$ cat src/rtl/divider_controller.sv
// divider_controller: sequencing FSM for an 8-bit / 7-bit restoring divider.
// Drives the datapath load/add/shift/inbit/sel controls from a Moore FSM and
// reports completion with a start/busy/done handshake.
// Optional feature: define DIVCTRL_DIVZERO_EN to add the div0 output and a
// short-circuit of zero-divisor requests straight to DONE.
module divider_controller #(
  parameter int unsigned ITER = 8
) (
  input  logic       clk,
  input  logic       reset,
  input  logic       start,
  input  logic [6:0] divisorin,
  input  logic       sign,
  output logic       load,
  output logic       add,
  output logic       shift,
  output logic       inbit,
  output logic [1:0] sel,
  output logic       busy,
  output logic       done
`ifdef DIVCTRL_DIVZERO_EN
  ,
  output logic       div0
`endif
);

  typedef enum logic [2:0] {
    S_IDLE,
    S_INIT,
    S_SUB,
    S_RESTORE,
    S_SHIFT1,
    S_DONE
  } state_t;

  localparam logic [3:0] LAST = 4'(ITER - 1);

  state_t      state_q, state_d;
  logic [3:0]  cnt_q, cnt_d;

  logic        load_q, load_d;
  logic        add_q, add_d;
  logic        shift_q, shift_d;
  logic        inbit_q, inbit_d;
  logic [1:0]  sel_q, sel_d;
  logic        busy_q, busy_d;
  logic        done_q, done_d;

`ifdef DIVCTRL_DIVZERO_EN
  logic        div0_q, div0_d;
`else
  logic        unused_divisorin;
  assign unused_divisorin = ^divisorin;
`endif

  // Next-state and iteration-counter logic.
  always_comb begin
    state_d = state_q;
    cnt_d   = cnt_q;
`ifdef DIVCTRL_DIVZERO_EN
    div0_d  = div0_q;
`endif
    case (state_q)
      S_IDLE: begin
        if (start) begin
`ifdef DIVCTRL_DIVZERO_EN
          div0_d  = (divisorin == '0);
          state_d = (divisorin == '0) ? S_DONE : S_INIT;
`else
          state_d = S_INIT;
`endif
        end
      end
      S_INIT: begin
        cnt_d   = '0;
        state_d = S_SUB;
      end
      S_SUB: begin
        state_d = sign ? S_RESTORE : S_SHIFT1;
      end
      S_RESTORE, S_SHIFT1: begin
        if (cnt_q == LAST) begin
          state_d = S_DONE;
        end else begin
          cnt_d   = cnt_q + 4'd1;
          state_d = S_SUB;
        end
      end
      S_DONE: begin
        state_d = S_IDLE;
      end
      default: begin
        state_d = S_IDLE;
      end
    endcase
  end

  // Outputs are decoded from the next state so that, once registered, they
  // track the state register exactly (Moore behaviour without a decode stage).
  always_comb begin
    load_d  = 1'b0;
    add_d   = 1'b0;
    shift_d = 1'b0;
    inbit_d = 1'b0;
    sel_d   = 2'd3;
    busy_d  = 1'b0;
    done_d  = 1'b0;
    case (state_d)
      S_INIT: begin
        load_d  = 1'b1;
        sel_d   = 2'd2;
        shift_d = 1'b1;
        busy_d  = 1'b1;
      end
      S_SUB: begin
        sel_d   = 2'd1;
        busy_d  = 1'b1;
      end
      S_RESTORE: begin
        sel_d   = 2'd1;
        add_d   = 1'b1;
        shift_d = 1'b1;
        busy_d  = 1'b1;
      end
      S_SHIFT1: begin
        sel_d   = 2'd3;
        shift_d = 1'b1;
        inbit_d = 1'b1;
        busy_d  = 1'b1;
      end
      S_DONE: begin
        done_d  = 1'b1;
      end
      default: begin
      end
    endcase
  end

  // State, counter and registered outputs; reset restores idle defaults at once.
  always_ff @(posedge clk or posedge reset) begin
    if (reset) begin
      state_q <= S_IDLE;
      cnt_q   <= '0;
      load_q  <= 1'b0;
      add_q   <= 1'b0;
      shift_q <= 1'b0;
      inbit_q <= 1'b0;
      sel_q   <= 2'd3;
      busy_q  <= 1'b0;
      done_q  <= 1'b0;
`ifdef DIVCTRL_DIVZERO_EN
      div0_q  <= 1'b0;
`endif
    end else begin
      state_q <= state_d;
      cnt_q   <= cnt_d;
      load_q  <= load_d;
      add_q   <= add_d;
      shift_q <= shift_d;
      inbit_q <= inbit_d;
      sel_q   <= sel_d;
      busy_q  <= busy_d;
      done_q  <= done_d;
`ifdef DIVCTRL_DIVZERO_EN
      div0_q  <= div0_d;
`endif
    end
  end

  assign load  = load_q;
  assign add   = add_q;
  assign shift = shift_q;
  assign inbit = inbit_q;
  assign sel   = sel_q;
  assign busy  = busy_q;
  assign done  = done_q;
`ifdef DIVCTRL_DIVZERO_EN
  assign div0  = div0_q;
`endif

endmodule

$ cat config.mk
export PLATFORM = sky130hd
export DESIGN_NAME = divider_controller
export DESIGN_NICKNAME = d
export VERILOG_FILES = /design/src/rtl/divider_controller.sv
export SDC_FILE = /design/constraint.sdc
export NUM_CORES = 1
export LEC_CHECK = 0
export BUFFER_PORTS_ARGS = -buffer_cell sky130_fd_sc_hd__buf_2
export CAP_MARGIN = 20
export CORE_AREA = 10 10 47 49
export DETAILED_ROUTE_END_ITERATION = 10
export DIE_AREA = 0 0 57 59
export PLACE_DENSITY = 0.71
export REMOVE_ABC_BUFFERS = 1
export SYNTH_ARGS = -nofsm -noshare
export SYNTH_HDL_FRONTEND = slang
export SYNTH_SLANG_ARGS = --single-unit
$ cat constraint.sdc
create_clock -name clk -period 2.8 [get_ports clk]
set_input_delay 0.14 -clock clk [delete_from_list [all_inputs] [get_ports clk]]
set_output_delay 0.14 -clock clk [all_outputs]
set_load 0.01 [all_outputs]
==> summary.txt <==
Status
  – Status: complete, no violations

Worst hold path
  – Hold Path Class: primary input to flop
  – Hold-critical path depth: 2

Worst setup path
  – Reg2reg setup slack: ~1.2 ns
  – CP Class: flop to flop
  – WP data required: between 2 and 3 ns
  – Startpoint type of the worst setup path: flop
  – Crit path largest cell delay: ~0.45 ns
  – Worst-path cell chain: or3b_4, a21oi_4, o211ai_2, mux2_4
  – Arrival @ worst endpoint: about 1.8 ns
  – Worst-case reg-to-reg path depth: 4
  – Slowest stage cell, crit path: dfrtp_1
  – Crit path max fanout: 8
  – CP endpoint kind: flop

Placement
  – Post-place setup slack: ~1.2 ns
  – PortBufs: 11
  – Half-perimeter wire length after placement: ~820 um
  – Routability Congestion: approximately 0.77

Timing
  – Worst setup margin: ~1.2 ns
  – Final Hold Fails: 0
  – Crit share post-route: 0.575
  – Endpoints failing setup: 0
  – Min cycle time layout: 1.61 ns
  – Worst-Margin Slew: ~0.54 ns
  – Setup TNS: 0 ns
  – Max Fclk: between 600 and 700 MHz
  – RSZ-0062 raised after global routing: no
  – Final Max Slew Viols: 0
  – Max Clock Skew: about 0.0009 ns
  – Worst Hold Slack: between 0.03 and 0.04 ns
  – Slew headroom: 0.642

Detailed routing
  – Post-DRT Antenna Nets: 0
  – Avg Vias per Cell: 5.04
  – DR iter-0 viols: 2
  – Post-DR wirelength/cell: about 13 um
  – Vias: roughly 420
  – Pre-Repair DR Iteration Count: 3
  – Final WL: ~1.1 mm
  – Drc violations: 0

Clock network
  – CTS tree: done
  – Cts bufs inserted: 3
  – Sink Count: 15
  – Post-cts gate resize count: 0
  – Clock Path Buffers: 2
  – Worst-path clk slew: 0.09 ns
  – Clk_lat worst skew: about 0.28 ns
  – Clk root buf: clkbuf_4
  – H-tree depth: 1

Global route
  – First-pass GRT wire length: approximately 1.8 mm
  – Vias in the first global route: approximately 420
  – GRT overflow: 0
  – Largest net degree at the start of global routing: 16
  – Gr usage total: 0.0705
  – Number of antenna violations at the first check in global routing: 0

Floorplanning
  – Die Span Y: 59 um
  – Row count: 14
  – Die area: 3360 um2
  – Initial Util: 0.453
  – Die Wd: roughly 57 um
  – Ports: 19
  – Core ar.: ~1400 um2

Power
  – Power per Cell Area: ~1000 nW/um2
  – Static leakage: 0.000396 uW
  – Total power: slightly below 800 uW
  – Max VDD drop: roughly 0.00055 V

Final layout
  – Share of cells above drive strength 1: 0.368
  – Final-stage net count: a little over 80
  – Seq. cell area: 378 um2
  – Core Util, Final: 0.530
  – Fill count: 137
  – Area Growth Syn to Fin: 17.2%
  – Diode count: 0
  – Area of the multi-input gates: 234 um2

Yosys
  – Mean post-synth cell area: between 10 and 15 um2
  – Cell count after synthesis: 53
  – Synthesized area: around 630 um2
  – Post-synthesis register bit count: 15
  – Yosys cell types: 27
  – Sequential element share of the synthesized area: 0.596
  – Synth warnings: 0

Flow run
  – Max-cap viol count: 0
-- cells in the mapped netlist (all sizes together) --
cell / number / area [um2]
mux2: 1 / 15.0
a21o: 1 / 7.51
a22o: 1 / 8.76
o21ai: 5 / 25.0
a21bo: 1 / 10.0
and3: 1 / 6.26
dfrtp: 13 / 325
and3b: 1 / 8.76
nor2: 4 / 15.0
nand2b: 1 / 6.26
nand2: 3 / 11.3
mux2i: 1 / 10.0
a41oi: 1 / 8.76
or2: 3 / 18.8
dfstp: 2 / 52.6
a21oi: 1 / 16.3
nand4: 1 / 6.26
or3b: 2 / 20.0
ha: 1 / 12.5
clkbuf: 1 / 3.75
inv: 5 / 18.8
nor3b: 1 / 7.51
nand3b: 1 / 7.51
o211ai: 1 / 12.5
-- cell type report --
cell class	instances	area share
clock inverter	1	0.00673
timing repair buffer	12	0.0875
sequential	15	0.508
clock buffer	3	0.0303
inverter	5	0.0253
multi-input combinational	32	0.315
tap	16	0.0269
-- repair_timing --
item	CTS	global route
endpoints found under the setup margin	0	0
hold buffers	1	0
setup buffers	0	0
endpoints found under the hold margin	13	0
-- sequential cells by signal (all words and copies together) (netlist names) --
name / count
cnt_q: 4
state_q: 3
add: 1
done: 1
sel: 2
inbit: 1
shift: 1
load: 1
busy: 1
-- report_power, final --
part	internal [uW]	switching [uW]	leakage, uW
Sequential	304	51.7	0.000190
Clock	53.0	69.1	0.0000177
Combinational	138	158	0.000189
Total	495	279	0.000396
-- cells in the final DEF, fill, tap and decap left out, types with 2 or more instances in the layout --
master and count:
buf_2 11, dfrtp_1 13, o21ai_0 4, dfstp_2 2, or2_2 2, nand2_1 3, inv_1 5, clkbuf_4 3
nor2_1 4
-- per-stage QoR --
step | std cells | instance area, um2
2_1_floorplan | 52 | 631
3_3_place_gp | 79 | 706
3_5_place_dp | 79 | 706
4_1_cts | 84 | 743
5_1_grt | 84 | 743
6_report | 84 | 743
-- path summary, 6_finish.rpt --
| check | end | start |
|---|---|---|
| max reg2reg | cnt_q[0] | state_q[1] |
| max | cnt_q[0] | state_q[1] |
| max in group asynchronous | sel[1] | reset |
| min | inbit | sign |
| min reg2reg | cnt_q[3] | cnt_q[3] |
| min in group asynchronous | shift | reset |
-- metal layers --
| metal | vias to the layer above | track usage | wire length [um] |
|---|---|---|---|
| met3 | 4 | 0.0300 | 81 |
| met4 | 0 | 0.0604 | 34 |
| met5 | - | 0 | 0 |
| met1 | 197 | 0.0727 | 456 |
| li1 | 213 | - | - |
| met2 | 9 | 0.109 | 527 |
-- worst max-delay path, delay by kind of cell (launching register included) --
| family | cells | cell delay (ns) |
|---|---|---|
| compound gates | 2 | 0.35 |
| flops | 1 | 0.45 |
| mux | 1 | 0.27 |
| simple gates | 1 | 0.43 |
-- kinds of logic (layout without fill, tap and decap cells) --
family / count (synthesis) / in the layout / synth area share
AO/OA/AOI/OAI: 11 / 11 / 0.140
adder cells (fa/ha/maj): 1 / 1 / 0.0197
multiplexers: 2 / 2 / 0.0394
buffers and inverters: 6 / 21 / 0.0355
flip-flops: 15 / 15 / 0.596
AND/OR/NAND/NOR: 18 / 18 / 0.170
No activity file was read; power rests on OpenSTA's default activity.
